## src/rtl/song_reader_ctrl.sv

```systemverilog
// song_reader_ctrl
//   Walks one of four stored songs (NOTES_PER_SONG notes each) and hands the
//   notes one at a time to the note player, with an activation handshake
//   towards the chord-activation unit in front of every note.
//
//   Optional feature: define SONG_LOOP_EN to make a finished song restart
//   immediately (same song, same direction) while play stays high.
//
// Ports
//   clk, reset      system clock; synchronous active-high reset
//   play            1 = run/resume, 0 = pause (freezes everything outside IDLE/DONE)
//   song[1:0]       song select, captured when leaving IDLE
//   note_done       note player finished the current note
//   ff_switch0      fast-forward: durations halved (minimum 1)
//   r_switch1       rewind: notes walked in reverse; overrides ff_switch0
//   activate_done   acknowledge for activate
//   song_done       one-cycle pulse at end of song
//   note[5:0]       current note code
//   duration[5:0]   current note duration after fast-forward adjustment
//   new_note        one-cycle pulse when note/duration become valid
//   activate        request to downstream unit, held until activate_done
//
// Handshake: activate rises on entry to ACTIVATE and stays high every cycle
// until a cycle in which activate_done=1 (and play=1) is sampled; that cycle
// is the last one with activate high. new_note follows in the next cycle.
module song_reader_ctrl #(
  parameter int NOTES_PER_SONG = 32,
  parameter int ROM_LATENCY    = 1
) (
  input  logic       clk,
  input  logic       reset,
  input  logic       play,
  input  logic [1:0] song,
  input  logic       note_done,
  input  logic       ff_switch0,
  input  logic       r_switch1,
  input  logic       activate_done,
  output logic       song_done,
  output logic [5:0] note,
  output logic [5:0] duration,
  output logic       new_note,
  output logic       activate
);

  localparam int IDX_W  = $clog2(NOTES_PER_SONG);
  localparam int ADDR_W = IDX_W + 2;
  localparam int LAT_W  = (ROM_LATENCY > 1) ? $clog2(ROM_LATENCY) : 1;
  localparam logic [IDX_W-1:0] IDX_LAST = IDX_W'(NOTES_PER_SONG - 1);
  localparam logic [LAT_W-1:0] LAT_LAST = LAT_W'(ROM_LATENCY - 1);

  typedef enum logic [2:0] {
    S_IDLE,
    S_FETCH,
    S_LATCH,
    S_ACTIVATE,
    S_NEW_NOTE,
    S_WAIT,
    S_ADVANCE,
    S_DONE
  } state_t;

  state_t state, state_d;

  logic [1:0]       song_q;
  logic [IDX_W-1:0] idx;
  logic [LAT_W-1:0] lat_cnt;

  // ---------------------------------------------------------------------------
  // Song ROM: address {song_q, idx}, data {note[11:6], dur[5:0]}.
  // Contents are a fixed arithmetic pattern; one entry in song 3 (index 20)
  // carries duration 0, the end-of-song marker, so song 3 ends early.
  // ---------------------------------------------------------------------------
  function automatic logic [11:0] rom_lookup(input logic [ADDR_W-1:0] a);
    int unsigned ai;
    logic [5:0]  n;
    logic [5:0]  d;
    ai = {{(32-ADDR_W){1'b0}}, a};
    n  = 6'(ai * 5 + 3);
    if (ai == 3 * NOTES_PER_SONG + 20) d = 6'd0;
    else                               d = 6'((ai % 13) + 1);
    return {n, d};
  endfunction

  logic [ADDR_W-1:0] rom_addr;
  logic [11:0]       rom_pipe [ROM_LATENCY];
  logic [5:0]        rom_note;
  logic [5:0]        rom_dur;
  logic [5:0]        half_dur;

  assign rom_addr = {song_q, idx};
  assign rom_note = rom_pipe[ROM_LATENCY-1][11:6];
  assign rom_dur  = rom_pipe[ROM_LATENCY-1][5:0];
  assign half_dur = (rom_dur[5:1] == 5'd0) ? 6'd1 : {1'b0, rom_dur[5:1]};

  // Registered read with ROM_LATENCY stages; the address is held constant
  // throughout FETCH so the pipe output is valid when LATCH is reached.
  always_ff @(posedge clk) begin
    rom_pipe[0] <= rom_lookup(rom_addr);
    for (int i = 1; i < ROM_LATENCY; i++) rom_pipe[i] <= rom_pipe[i-1];
  end

  // End of walk in the currently requested direction.
  logic at_end;
  assign at_end = r_switch1 ? (idx == '0) : (idx == IDX_LAST);

  // ---------------------------------------------------------------------------
  // Next-state logic. Every transition outside IDLE/DONE requires play=1,
  // which is what implements pause.
  // ---------------------------------------------------------------------------
  always_comb begin
    state_d = state;
    case (state)
      S_IDLE:     if (play) state_d = S_FETCH;
      S_FETCH:    if (play && lat_cnt == LAT_LAST) state_d = S_LATCH;
      S_LATCH:    if (play) state_d = (rom_dur == 6'd0) ? S_DONE : S_ACTIVATE;
      S_ACTIVATE: if (play && activate_done) state_d = S_NEW_NOTE;
      S_NEW_NOTE: if (play) state_d = S_WAIT;
      S_WAIT:     if (play && note_done) state_d = S_ADVANCE;
      S_ADVANCE:  if (play) state_d = at_end ? S_DONE : S_FETCH;
`ifdef SONG_LOOP_EN
      S_DONE:     state_d = play ? S_FETCH : S_IDLE;
`else
      S_DONE:     state_d = S_IDLE;
`endif
      default:    state_d = S_IDLE;
    endcase
  end

  // ---------------------------------------------------------------------------
  // State, datapath and registered outputs.
  // Pulses are generated on state entry only, so a pause while sitting in
  // NEW_NOTE does not repeat new_note; activate tracks the ACTIVATE state and
  // therefore stays high through a pause.
  // ---------------------------------------------------------------------------
  always_ff @(posedge clk) begin
    if (reset) begin
      state     <= S_IDLE;
      idx       <= '0;
      song_q    <= 2'd0;
      lat_cnt   <= '0;
      note      <= 6'd0;
      duration  <= 6'd0;
      song_done <= 1'b0;
      new_note  <= 1'b0;
      activate  <= 1'b0;
    end else begin
      state     <= state_d;
      new_note  <= (state_d == S_NEW_NOTE) && (state != S_NEW_NOTE);
      song_done <= (state_d == S_DONE) && (state != S_DONE);
      activate  <= (state_d == S_ACTIVATE);

      if (state == S_FETCH && state_d == S_FETCH) begin
        if (play) lat_cnt <= lat_cnt + 1'b1;
      end else begin
        lat_cnt <= '0;
      end

      case (state)
        S_IDLE: begin
          if (play) begin
            song_q <= song;
            idx    <= r_switch1 ? IDX_LAST : '0;
          end
        end
        S_LATCH: begin
          if (play && rom_dur != 6'd0) begin
            note     <= rom_note;
            duration <= (ff_switch0 && !r_switch1) ? half_dur : rom_dur;
          end
        end
        S_ADVANCE: begin
          if (play && !at_end) idx <= r_switch1 ? idx - 1'b1 : idx + 1'b1;
        end
        S_DONE: begin
`ifdef SONG_LOOP_EN
          if (play) idx <= r_switch1 ? IDX_LAST : '0;
          else      idx <= '0;
`else
          idx <= '0;
`endif
        end
        default: ;
      endcase
    end
  end

endmodule

```

## config.mk

```make
export PLATFORM = sky130hd
export DESIGN_NAME = song_reader_ctrl
export DESIGN_NICKNAME = d
export VERILOG_FILES = /design/src/rtl/song_reader_ctrl.sv
export SDC_FILE = /design/constraint.sdc
export NUM_CORES = 1
export LEC_CHECK = 0
export CAP_MARGIN = 10
export CORE_ASPECT_RATIO = 0.7
export CORE_MARGIN = 2
export CORE_UTILIZATION = 35
export DETAILED_ROUTE_END_ITERATION = 12
export REMOVE_ABC_BUFFERS = 1
export SKIP_LAST_GASP = 1
export SLEW_MARGIN = 5
export SYNTH_ARGS = -nofsm -noshare
export SYNTH_HDL_FRONTEND = slang
export SYNTH_SLANG_ARGS = --single-unit
```

## constraint.sdc

```tcl
create_clock -name clk -period 5.5 [get_ports clk]
set_input_delay 1.1 -clock clk [delete_from_list [all_inputs] [get_ports clk]]
set_output_delay 1.1 -clock clk [all_outputs]
set_load 0.1 [all_outputs]
```

==> summary.txt, run 1 <==
Synth
  – FF+latch count, synth: 38
  – Post-Synth Adder-Cell Area: 0.102
  – Yosys cell types: 75
  – Avg Cell Area, Syn: 8.92 um2
  – Simple-gate area share of the yosys netlist: 0.212
  – Async S/R FF share, synth: 0
  – Ys Warns: 0
  – Seq/Total Area, Yosys: 0.255
  – Proportion of synthesized area in mux cells: 0.0504
  – Synth Instances: 334
  – EDFF count, synth: 0
  – Yosys top cell by area: dfxtp_1
  – Area fraction of the dominant cell type after synthesis: 0.255
  – Synthesized area: 2980 um2
  – Synth Flop Type: dfxtp_1
  – Post-Synth XOR/XNOR Area: 0.0500
  – Synth top area cells: dfxtp_1 (26%), ha_1 (8.8%), mux2i_1 (5.0%)
  – Largest family of logic cells by synthesized area: compound AO/OA/AOI/OAI gates
  – Compound-gate portion of the synthesized area: 0.286

Pwr
  – P_leak: 1.31 nW
  – Int Pwr: 0.709 mW
  – VDD IR-drop max: 142 uV
  – Sw power: 0.390 mW
  – Cell area power density: 319 nW/um2
  – Combinational Power Share: 0.368
  – Seq pwr share: 0.334
  – Sw Ratio: 0.355
  – Clock power share: 0.297

Layout
  – Layout cell share with drive strength beyond 1: 0.101
  – Nets@finish: 380
  – Commonest non-fill, non-tap cell in the layout: dfxtp_1
  – Fillers: 844
  – ANT cells: 0
  – Multi-input logic area: 2090 um2
  – Register area: 762 um2
  – Area Overhead vs Synth: 15.6%
  – Most frequent cells in the layout: dfxtp_1 (37), nand2_1 (28), nor2_1 (27)
  – Final core utilization: 0.412

GRT
  – Total gr overflow: 0
  – Vias in the first global route: 2207
  – Initial antenna violation count: 0
  – Largest net degree at the start of global routing: 24
  – GRT Util Overall: 0.153
  – Wire length of the first global-routing pass: 11300 um

Placement
  – HPWL after DPL: 5250 um
  – Pre-CTS setup slack: 0.371 ns
  – I/O Buffers: 23
  – Placer Congestion: 0.845

Critical path
  – CP startpoint: idx[4]
  – Maximum fanout along the worst path: 14
  – Crit Reg-Reg Startpoint: idx[4]
  – Critical path required time: 5.66 ns
  – Setup CP Type: flip-flop to flip-flop
  – CP endpoint kind: flip-flop
  – Critical Path Source Type: flip-flop
  – Worst EP arrival: 5.19 ns

Routing
  – Via/cell ratio: 5.61
  – First DRT Iteration DRCs: 174
  – WL per Instance: 15.0 um
  – Routed wire length: 6810 um
  – Residual DRC: 0
  – Post-route ant nets: 0
  – Via count: 2540
  – Pre-antenna DRT Iters: 4

Timing
  – Slew headroom: 0.348
  – Post-route setup slack: 0.469 ns
  – Crit share post-route: 0.915
  – RSZ-0062 raised after global routing: no
  – Slew @ Worst Pin: 0.975 ns
  – Final setup fails: 0
  – Final Hold Fails: 0
  – Clk_skew: 0.00339 ns
  – Setup TNS: 0 ns
  – Fin. max-slew vios: 0
  – Tmin final: 5.03 ns
  – F_max: 199 MHz

Floorplanning
  – FP Rows: 28
  – Die Wd: 114 um
  – Core ar.: 8370 um2
  – I/O pins: 24
  – Die Area: 9280 um2
  – Die H: 81.2 um
  – Initial Util: 0.356

Clock tree
  – Clk sinks: 38
  – Inserted Clock Buffers: 5
  – Setup Buffers After CTS: 0
  – Skew-Pair Late Insertion Delay: 0.27 ns
  – H-tree Lvls: 2
  – CTS tree: yes
  – Root Buffer: clkbuf_16
  – Bufs on Longest Clock Path: 2
  – Hold-fix buffers at CTS: 0
  – Cts repair resizes: 0
  – Worst-path clk slew: 0.05 ns

Hold path
  – Worst hold path type: flip-flop to flip-flop
  – Hold Crit Start: rom_pipe[0][8]

Status
  – Status: completed

Job
  – Max Cap Viol: 0
[critical path: stages (launching register included)]
cell,delay [ns]
dfxtp_2,0.51
inv_1,0.12
ha_1,0.31
or2_1,0.30
o21ai_2,0.26
nand2_1,0.14
o311ai_0,0.27
o21ai_0,0.21
ha_1,0.25
nand3_1,0.08
o32a_1,0.25
nand4_2,0.25
xnor2_1,0.38
inv_1,0.13
ha_1,0.21
o21ai_1,0.34
and2_1,0.26
xnor2_1,0.16
ha_1,0.23
and4_1,0.18
nor3_1,0.05
[Yosys cell counts, drive strengths merged, types with 4 or more instances]
| master | number |
|---|---|
| inv | 8 |
| and2 | 5 |
| xnor2 | 11 |
| nand2b | 4 |
| and3 | 7 |
| a31oi | 7 |
| a21o | 4 |
| a221oi | 9 |
| nor2 | 28 |
| a211oi | 7 |
| nand3b | 6 |
| or3 | 4 |
| buf | 7 |
| nor2b | 8 |
| clkbuf | 14 |
| o31ai | 4 |
| ha | 21 |
| a21oi | 15 |
| o21ai | 14 |
| nand2 | 28 |
| nand4 | 4 |
| xor2 | 6 |
| nand3 | 7 |
| mux2i | 15 |
| dfxtp | 38 |
| nor3 | 5 |
[stage by stage]
stage | power [mW] | hold slack [ns] | cell area (um2) | instances
2_1_floorplan | 0.670 | 0.441 | 2880 | 313
3_3_place_gp | 0.770 | 0.449 | 3280 | 446
3_5_place_dp | 0.773 | 0.459 | 3280 | 446
4_1_cts | 1.10 | 0.470 | 3440 | 453
5_1_grt | 1.17 | 0.483 | 3450 | 453
6_report | 1.10 | 0.464 | 3450 | 453
[path summary, 6_finish.rpt]
path / end / slack (ns) / cells past startpoint
max: rom_pipe[0][4] / 0.47 / 20
min: note[2] / 0.46 / 2
max reg2reg: rom_pipe[0][4] / 0.47 / 20
min reg2reg: note[2] / 0.46 / 2
[state kept, by name (all words and copies together) (netlist names), 2 cells and up]
register / cells
rom_pipe: 12
duration: 6
note: 6
idx: 5
state: 3
song_q: 2
[cell families after synthesis]
group	Yosys count
flip-flops	38
adder cells (fa/ha/maj)	23
AND/OR/NAND/NOR	116
XOR/XNOR	17
buffers and inverters	29
multiplexers	15
AO/OA/AOI/OAI	96
[area by class of cell]
cell class,instances,share of cell area
multi-input cells,267,0.605
clock inverters,1,0.00871
repair buffers,28,0.0777
flip-flops and latches,38,0.221
clock buffers,6,0.0403
well taps,105,0.0381
inverters,8,0.00871
[per-layer routing]
| metal | track usage | share of wire |
|---|---|---|
| met5 | 0 | 0 |
| met4 | 0.0354 | 0.0093 |
| met3 | 0.0231 | 0.052 |
| met2 | 0.216 | 0.39 |
| met1 | 0.240 | 0.54 |
[power groups by stage]
stage | registers [mW] | logic [mW] | clock network [mW]
after CTS | 0.366 | 0.405 | 0.331
after global routing | 0.375 | 0.453 | 0.344
after global placement | 0.371 | 0.399 | 0
after floorplan | 0.398 | 0.272 | 0
final | 0.368 | 0.405 | 0.326
after detailed placement | 0.372 | 0.401 | 0
Power figures use the tool's default switching activity.
==> run 2, diff against run 1 <==
- CTS_BUF_LIST: default -> sky130_fd_sc_hd__clkbuf_16
- GPL_TIMING_DRIVEN: default -> 1
==> run 2 against run 1 <==
  * Critical path depth did not move
  * Die area unchanged
  * Worst setup slack worse by 0.0058 ns
  * Sequential power hardly changed
  * Global-route usage is essentially flat
  * Maximum frequency is 0.12% lower
  * Critical path type unchanged
==> summary.txt, run 2 (synthesized netlist as in run 1, its figures left out) <==
Status
  – Status: completed

Job
  – Max Cap Viol: 0 (unchanged)

Pwr
  – VDD IR-drop max: 125 uV (-12%)
  – Cell area power density: 315 nW/um2 (-1.1%)
  – Sw power: 0.388 mW (-0.44%)
  – Combinational Power Share: 0.373 (+0.005)
  – Seq pwr share: 0.339 (+0.005)
  – Int Pwr: 0.695 mW (-2.0%)
  – Clock power share: 0.288 (-0.009)
  – P_leak: 1.30 nW (-0.43%)
  – Sw Ratio: 0.358 (+0.00355)

Clock tree
  – Bufs on Longest Clock Path: 2 (unchanged)
  – Hold-fix buffers at CTS: 0 (unchanged)
  – Skew-Pair Late Insertion Delay: 0.27 ns (about the same)
  – Worst-path clk slew: 0.05 ns (about the same)
  – Clk sinks: 38 (unchanged)
  – H-tree Lvls: 2 (unchanged)
  – CTS tree: yes
  – Setup Buffers After CTS: 0 (unchanged)
  – Inserted Clock Buffers: 5 (unchanged)
  – Root Buffer: clkbuf_16

Critical path
  – Maximum fanout along the worst path: 14 (unchanged)
  – Worst-case reg-to-reg path depth: 20 (unchanged)
  – Setup CP Type: flip-flop to flip-flop
  – Critical Path Source Type: flip-flop
  – Crit Reg-Reg Startpoint: idx[4]
  – RR Endpoint: rom_pipe[0][4]
  – Setup slack on the worst flop-to-flop path: 0.46 ns (about the same)
  – Worst EP arrival: 5.19 ns (about the same)
  – CP endpoint kind: flip-flop
  – Critical path required time: 5.65 ns (about the same)

Placement
  – HPWL after DPL: 5250 um (unchanged)
  – I/O Buffers: 23 (unchanged)
  – Placer Congestion: 0.845 (unchanged)

Floorplanning
  – Die Wd: 114 um (unchanged)
  – Core ar.: 8370 um2 (unchanged)
  – FP Rows: 28 (unchanged)
  – I/O pins: 24 (unchanged)
  – Die H: 81.2 um (unchanged)
  – Die Area: 9280 um2 (unchanged)
  – Initial Util: 0.356 (unchanged)

GRT
  – GRT Util Overall: 0.153 (+0.000160)
  – Vias in the first global route: 2214 (+0.32%)
  – Largest net degree at the start of global routing: 24 (unchanged)
  – Wire length of the first global-routing pass: 11300 um (+0.12%)
  – Total gr overflow: 0 (unchanged)
  – Initial antenna violation count: 0 (unchanged)

Routing
  – WL per Instance: 15.0 um (-0.24%)
  – Via/cell ratio: 5.60 (-0.20%)
  – Residual DRC: 0 (unchanged)
  – First DRT Iteration DRCs: 171 (-1.7%)
  – Pre-antenna DRT Iters: 4 (unchanged)
  – Post-route ant nets: 0 (unchanged)
  – Routed wire length: 6790 um (-0.24%)
  – Via count: 2535 (-0.20%)

Layout
  – Final core utilization: 0.410 (-0.00120)
  – Reg with most FFs: rom_pipe
  – Max reg flops: 12 (unchanged)
  – Nets@finish: 380 (unchanged)
  – Fillers: 843 (-0.12%)
  – Most frequent cells in the layout: dfxtp_1 (37), nand2_1 (28), nor2_1 (27)
  – Layout cell share with drive strength beyond 1: 0.0977 (-0.00287)
  – Area Overhead vs Synth: 15.3%
  – ANT cells: 0 (unchanged)
  – Biggest regs: rom_pipe (12), duration (6), note (6)
  – Commonest non-fill, non-tap cell in the layout: dfxtp_1

Timing
  – Slew @ Worst Pin: 0.975 ns (+0.0000779 ns)
  – Final setup fails: 0 (unchanged)
  – F_max: 199 MHz (-0.12%)
  – Slew headroom: 0.348 (about the same)
  – Clk_skew: 0.00378 ns (+0.000387 ns)
  – Crit share post-route: 0.916 (+0.00105)
  – Final Hold Fails: 0 (unchanged)
  – RSZ-0062 raised after global routing: no
  – Setup TNS: 0 ns (unchanged)
  – Fin. max-slew vios: 0 (unchanged)
  – Tmin final: 5.04 ns (+0.00579 ns)

Hold path
  – Min-Delay Path Depth: 2 (unchanged)
  – Hold Crit Start: rom_pipe[0][8]
  – Worst hold path type: flip-flop to flip-flop
  – Worst Hold End: note[2]
run 2: cell types whose count changed in the layout (fill, tap and decap cells not counted), sizes merged:
cell / delta
clkbuf: -1
clkinv: +1
run 2: layout make-up:
class	count	area [um2]	share of cell area
flip-flops and latches	38	762	0.222
clock buffers	5	125	0.0364
clock inverters	2	33.8	0.00983
inverters	8	30.0	0.00874
multi-input cells	267	2090	0.607
repair buffers	28	268	0.0779
well taps	105	131	0.0382
run 2: worst max path at each step:
stage	from	end
finish	idx[4]	rom_pipe[0][4]
floorplan	idx[4]	rom_pipe[0][4]
global placement	idx[4]	rom_pipe[0][4]
CTS	idx[4]	rom_pipe[0][4]
global route	idx[4]	rom_pipe[0][4]
detailed placement	idx[4]	rom_pipe[0][4]
run 2: metrics by stage:
stage	instance area, um2	hold WS (ns)	setup slack (ns)	power, mW	std cells
detailed placement	3280	0.459	0.371	0.773	446
finish	3440	0.464	0.464	1.08	453
CTS	3430	0.470	0.340	1.09	453
floorplan	2880	0.441	0.981	0.670	313
global route	3440	0.483	0.0109	1.16	453
global placement	3280	0.449	0.583	0.770	446
run 2: layer usage:
layer  vias to the layer above  GRT usage  routed length [um]
li1                       1277          -                   -
met1                      1184      0.240                3680
met2                        66      0.217                2660
met3                         8     0.0231                 376
met4                         0     0.0354                  78
met5                         -          0                   0
run 2: critical path, cell delays in order (launching register included):
cell	delay (ns)
dfxtp_2	0.52
inv_1	0.12
ha_1	0.31
or2_1	0.30
o21ai_2	0.26
nand2_1	0.14
o311ai_0	0.27
o21ai_0	0.21
ha_1	0.25
nand3_1	0.08
o32a_1	0.25
nand4_2	0.25
xnor2_1	0.38
inv_1	0.13
ha_1	0.21
o21ai_1	0.34
and2_1	0.26
xnor2_1	0.16
ha_1	0.23
and4_1	0.18
nor3_1	0.05
run 2: power groups by stage:
stage | Clock [mW] | Sequential, mW | Combinational, mW
global placement | 0 | 0.371 | 0.399
finish | 0.312 | 0.367 | 0.404
detailed placement | 0 | 0.372 | 0.401
global route | 0.330 | 0.375 | 0.453
CTS | 0.318 | 0.366 | 0.405
floorplan | 0 | 0.398 | 0.272
run 2: timing repair:
| item | CTS | global route |
|---|---|---|
| endpoints found under the setup margin | 0 | 4 |
| hold endpoints to repair | 0 | 0 |
| resized for setup | 0 | 1 |
==> run 3, diff against run 2 <==
--- a/config.mk
+++ b/config.mk
@@ -13,5 +13,4 @@
 export DETAILED_ROUTE_END_ITERATION = 12
 export GPL_TIMING_DRIVEN = 1
-export REMOVE_ABC_BUFFERS = 1
 export SKIP_LAST_GASP = 1
 export SLEW_MARGIN = 5
@@ -19,2 +18,3 @@
 export SYNTH_HDL_FRONTEND = slang
 export SYNTH_SLANG_ARGS = --single-unit
+export TNS_END_PERCENT = 1
==> constraint.sdc (replaced) <==
create_clock -name clk -period 5.5 [get_ports clk]
set_input_delay 1.375 -clock clk [delete_from_list [all_inputs] [get_ports clk]]
set_output_delay 1.375 -clock clk [all_outputs]
set_load 0.1 [all_outputs]
==> run 3 against run 2 <==
  * Maximum frequency is essentially flat
  * Via count shrank 0.91%
  * Wire length grew 0.74%
  * First-iteration DRC count shrank 12%
  * Sequential power shrank 2%
  * Count of clock-buffer cells in the layout is the same
  * Largest power group unchanged
  * Highest routed layer unchanged
==> summary.txt, run 3 (synthesized netlist as in run 1, its figures left out) <==
GRT
  – Met3 Use GR: 0.0313 (+0.00821)
  – GRT Util Overall: 0.153 (-0.000665)
  – Vias in the first global route: 2226 (+0.54%)
  – Wire length of the first global-routing pass: 11200 um (-0.67%)
  – Global Route met2 Usage: 0.223 (+0.00655)
  – Busiest grt layer: met1
  – Total gr overflow: 0 (unchanged)
  – Initial antenna violation count: 0 (unchanged)
  – M1 GR Usage: 0.227 (-0.0127)
  – Largest net degree at the start of global routing: 24 (unchanged)

Hold path
  – Min-Delay Path Depth: 2 (unchanged)
  – Worst hold path type: flip-flop to flip-flop

Routing
  – Routed wire length: 6840 um (+0.74%)
  – Via/cell ratio: 5.51 (-1.6%)
  – Residual DRC: 0 (unchanged)
  – Via count: 2512 (-0.91%)
  – Post-route ant nets: 0 (unchanged)
  – Pre-antenna DRT Iters: 4 (unchanged)
  – WL per Instance: 15.0 um (about the same)
  – First DRT Iteration DRCs: 150 (-12%)

Layout
  – ANT cells: 0 (unchanged)
  – Final Instance Count excl. Fillers: 456 (+0.66%)
  – Biggest regs: rom_pipe (12), duration (6), note (6)
  – Layout cell share with drive strength beyond 1: 0.103 (+0.00486)
  – Commonest non-fill, non-tap cell in the layout: dfxtp_1
  – Reg with most FFs: rom_pipe
  – Area Overhead vs Synth: 15.9%
  – Most frequent cells in the layout: dfxtp_1 (37), nand2_1 (28), nor2_1 (27)
  – Final core utilization: 0.413 (+0.00224)
  – Nets@finish: 382 (+0.53%)
  – Fillers: 812 (-3.7%)
  – Max reg flops: 12 (unchanged)

Timing
  – Final setup fails: 0 (unchanged)
  – Clk_skew: 0.00506 ns (+0.00128 ns)
  – F_max: 199 MHz (about the same)
  – RSZ-0062 raised after global routing: no
  – Tmin final: 5.03 ns (-0.00188 ns)
  – Slew headroom: 0.346 (-0.00228)
  – Post-route setup slack: 0.466 ns (+0.00188 ns)
  – Fin. max-slew vios: 0 (unchanged)
  – Crit share post-route: 0.915 (about the same)
  – Slew @ Worst Pin: 0.978 ns (+0.00340 ns)
  – Hold slack: 0.466 ns (+0.00183 ns)
  – Final Hold Fails: 0 (unchanged)
  – Setup TNS: 0 ns (unchanged)

Floorplanning
  – Die Area: 9280 um2 (unchanged)
  – Initial Util: 0.356 (unchanged)
  – Core ar.: 8370 um2 (unchanged)
  – FP Rows: 28 (unchanged)
  – Die Wd: 114 um (unchanged)
  – I/O pins: 24 (unchanged)
  – Die H: 81.2 um (unchanged)

Critical path
  – Critical path required time: 5.65 ns (about the same)
  – Setup CP Type: flip-flop to flip-flop
  – Worst-case reg-to-reg path depth: 20 (unchanged)
  – Maximum fanout along the worst path: 14 (unchanged)
  – Worst EP arrival: 5.18 ns (about the same)
  – CP endpoint kind: flip-flop
  – Critical Path Source Type: flip-flop

Clock tree
  – Inserted Clock Buffers: 5 (unchanged)
  – Clk sinks: 38 (unchanged)
  – Worst-path clk slew: 0.06 ns (about the same)
  – Root Buffer: clkbuf_16
  – CTS tree: yes
  – Bufs on Longest Clock Path: 2 (unchanged)
  – Hold-fix buffers at CTS: 0 (unchanged)
  – Skew-Pair Late Insertion Delay: 0.28 ns (about the same)
  – H-tree Lvls: 2 (unchanged)

Status
  – Status: completed

Placement
  – HPWL after DPL: 5250 um (-0.12%)
  – Placer Congestion: 0.930 (+10%)
  – Placed Instances: 448 (+0.45%)
  – Pre-CTS setup slack: 0.338 ns (-0.0331 ns)
  – I/O Buffers: 23 (unchanged)

Pwr
  – P_leak: 1.32 nW (+1.4%)
  – Cell area power density: 313 nW/um2 (-0.69%)
  – VDD IR-drop max: 172 uV (+38%)

Synth
  – Syn Nets: 366

Job
  – Max Cap Viol: 0 (unchanged)
## run 3: changes by cell type in the layout (fill, tap and decap cells not counted)
cell      previous run  this run
inv_1                8        10
clkinv_1             1         0
buf_4                5         7
## run 3: stage by stage
stage	total power, mW	area, um2
2_1_floorplan	0.682	2980
3_3_place_gp	0.764	3290
3_5_place_dp	0.767	3290
4_1_cts	1.09	3450
5_1_grt	1.15	3450
6_report	1.08	3450
## run 3: metal layers
metal	vias up	wire length, um	part of all wire
met5	-	0	0
met4	0	70	0.010
met3	6	347	0.051
met2	59	2760	0.40
met1	1164	3660	0.53
li1	1283	-	-
## run 3: repair_timing
item | in CTS | in global routing
endpoints found under the setup margin | 0 | 4
buffers inserted | 0 | 0
resized for setup | 0 | 1
## run 3: cell type report
cell class                 instances  area (um2)  area share
inverter                           8        30.0     0.00869
multi-input combinational        267        2090       0.604
tap                              105         131      0.0380
clock buffer                       5         125      0.0362
clock inverter                     3        37.5      0.0109
sequential                        38         762       0.221
timing repair buffer              30         283      0.0819
## run 3: final timing paths
kind | start | to | slack, ns
worst max-delay path | idx[4] | rom_pipe[0][4] | 0.47
worst max register to register | idx[4] | rom_pipe[0][4] | 0.47
worst min-delay path | duration[5] | duration[5] | 0.47
worst min register to register | duration[5] | duration[5] | 0.47
## run 3: critical path, cell delays in order, from the launching register on
cell and delay, ns:
dfxtp_2 0.50, inv_1 0.12, ha_1 0.30, or2_1 0.30
o21ai_2 0.25, nand2_1 0.13, o311ai_0 0.28, o21ai_0 0.23
ha_1 0.25, nand3_1 0.09, o32a_1 0.23, nand4_2 0.23
xnor2_1 0.42, inv_1 0.13, ha_1 0.20, o21ai_1 0.33
and2_1 0.26, xnor2_1 0.16, ha_1 0.23, and4_1 0.19
nor3_1 0.05
## run 3: where the power goes
part	switching, mW	leakage [nW]	internal, mW	total (mW)
clock network	0.107	0.0864	0.211	0.317
logic	0.241	0.921	0.163	0.404
registers	0.0358	0.313	0.324	0.360
total	0.384	1.32	0.698	1.08
==> patch (settings of run 1) <==
Set the parameter `ROM_LATENCY` to 2 (it was 1).
--- a/src/rtl/song_reader_ctrl.sv
+++ b/src/rtl/song_reader_ctrl.sv
@@ -26,5 +26,5 @@
 module song_reader_ctrl #(
   parameter int NOTES_PER_SONG = 32,
-  parameter int ROM_LATENCY    = 1
+  parameter int ROM_LATENCY    = 2
 ) (
   input  logic       clk,
Formal check against the unedited RTL: not equivalent (Yosys sat finds a counterexample within 4 cycles, from zero or initial values and one cycle with reset high).
==> patch against run 1 <==
Global-route usage decreased by 0.19 points; routed wire length decreased by 3.8%; clock power shrank 3%; sequential cell count grew 12; maximum frequency up 13%; design area is 1.1% higher; first-iteration DRC count is 18% higher; power shrank 7.6%; synthesized cell count increased by 3.3%; area after synthesis increased by 2.6%; setup slack better by 0.57 ns; highest routed layer unchanged.
==> patch: results (changes against run 1) <==
Outcome
  • Status: finished, final reports clean (unchanged)

Timing
  • Slew headroom: 32.6% (was 34.8%)
  • Clock skew: 0.0117 ns (was 0.00339 ns)

Finish
  • Share of layout cells above drive strength 1: 7.00% (was 10.1%)
  • Fillers: 867 (was 844)
  • Final Cell Area: 0.00348 sq mm (was 0.00345 sq mm)
  • Largest registers: rom_pipe: 24 flops, duration: 6 flops, note: 6 flops (was rom_pipe: 12 flops, duration: 6 flops, note: 6 flops)
  • Inserted Diodes: 0 (unchanged)
  • Number of nets in the layout: 385 (was 380)

Detailed routing
  • Met2 WL: 2770 microns (was 2680 microns)
  • Routed WL: 6550 microns (was 6810 microns)
  • Met3 routed WL: 256 microns (was 354 microns)
  • Top Metal Used: met4 (unchanged)
  • Via density: 5.27 (was 5.61)
  • Iteration-0 DRC count of the detailed router: 205 (was 174)
  • Wire length on met1: 3490 microns (was 3710 microns)
  • Iteration count of the initial detailed-routing pass: 4 (unchanged)

Synth
  • Synth top cells by count: dfxtp_1, nand2_1, nor2_1, ha_1, a21oi_1 (was dfxtp_1, nand2_1, nor2_1, ha_1, mux2i_1)
  • Post-synth top flop: dfxtp_1 (unchanged)
  • Ys Warns: 0 (unchanged)
  • Post-synth ARST share: 0% (unchanged)
  • Top cells by area, synth: dfxtp_1, ha_1, xnor2_1 (was dfxtp_1, ha_1, mux2i_1)
  • Library cells used by synthesis: 69 (was 75)
  • Sequential element share of the synthesized area: 32.7% (was 25.5%)

Clock tree
  • Post-cts resize count: 0 (unchanged)
  • CTS Root Cell: clkbuf_16 (unchanged)
  • H-tree depth: 2 (unchanged)
  • TritonCTS Buffers: 5 (unchanged)
  • Clock buffer depth: 2 (unchanged)
  • Clock Latency Late Sink: 0.29 ns (was 0.27 ns)
  • Register clock-pin slew on the reported worst setup and hold paths: 0.07 ns (was 0.05 ns)
  • Post-CTS setup buffer count: 0 (unchanged)

Pwr
  • Leak Pwr: 1.33 nW (was 1.31 nW)
  • Worst vdd rail ir drop: 0.145 mV (was 0.142 mV)

Placement
  • DP Wirelength: 4730 microns (was 5250 microns)
  • Post-place setup slack: 1.13 ns (was 0.371 ns)
  • Port buffer count: 23 (unchanged)
  • Placed inst area: 0.00333 sq mm (was 0.00328 sq mm)
  • GPL Wtd Cong: 0.891 (was 0.845)

Min path
  • Hold/Removal Path Class: reg -> reg (unchanged)

Global route
  • First-pass GRT wire length: 11400 microns (was 11300 microns)
  • Gr ovfl total: 0 (unchanged)
  • Largest net degree at the start of global routing: 27 (was 24)
  • Tot GR Track Use: 15.1% (was 15.3%)
  • Initial antenna violation count: 0 (unchanged)
  • Vias in the first global route: 2290 (was 2207)

Critical path
  • Worst Path Arrival: 4.68 ns (was 5.19 ns)
  • CP max FO: 21 (was 14)
-- patch: worst max-delay path, cell delays in order, from the launching register on --
cell and delay [ns]:
dfxtp_1 0.30, buf_4 0.20, o21ai_2 0.11, inv_1 0.08
ha_1 0.32, and2b_1 0.27, a211oi_1 0.10, o31ai_2 0.33
and2_1 0.34, o2bb2ai_4 0.21, xnor2_1 0.22, ha_1 0.25
nor2b_1 0.17, a21oi_2 0.07, nor2_1 0.28, mux2i_1 0.24
ha_1 0.16, inv_1 0.06, or4_1 0.52, a21oi_1 0.15
-- patch: cell type report --
type | instances | area share, %
clock buffers | 5 | 3.59
inverters | 12 | 1.29
flip-flops and latches | 50 | 28.7
multi-input cells | 260 | 53.8
well taps | 120 | 4.31
repair buffers | 27 | 7.47
clock inverters | 3 | 0.826
-- patch: layer usage --
metal / up-vias / global-route usage, %
met2: 37 / 23.4
met3: 5 / 3.72
met4: 0 / 2.98
met5: - / 0
met1: 1189 / 21.5
li1: 1281 / -
-- patch: logic make-up (layout without fill, tap and decap cells) --
logic type,count (synthesis),count (layout),share of synthesized area (%)
AOI/OAI and AO/OA,90,90,22.8
xor gates and xnor gates,19,19,5.44
adders and majority gates,20,20,8.67
buffers and inverters,35,47,6.06
DFF,50,50,32.7
muxes,10,10,3.31
and+or+nand+nor,121,121,21.0
-- patch: path summary, 6_finish.rpt --
kind	cells after the start	end	start	slack, ns
worst min register to register	0	rom_pipe[0][16]	rom_pipe[0][4]	0.32
worst min-delay path	0	rom_pipe[0][16]	rom_pipe[0][4]	0.32
worst max register to register	19	rom_pipe[0][4]	song_q[0]	1.04
worst max-delay path	19	rom_pipe[0][4]	song_q[0]	1.04
-- patch: report_power, final --
| part | switching [mW] | internal [mW] |
|---|---|---|
| clock | 0.144 | 0.173 |
| sequential | 0.0355 | 0.427 |
| combinational | 0.134 | 0.102 |
| total | 0.313 | 0.702 |
-- patch: per-stage QoR --
stage | power (mW) | hold WS, ns | std cells
floorplan | 0.638 | 0.310 | 322
global placement | 0.700 | 0.311 | 469
detailed placement | 0.705 | 0.312 | 469
CTS | 1.02 | 0.326 | 477
global route | 1.08 | 0.328 | 477
finish | 1.02 | 0.320 | 477
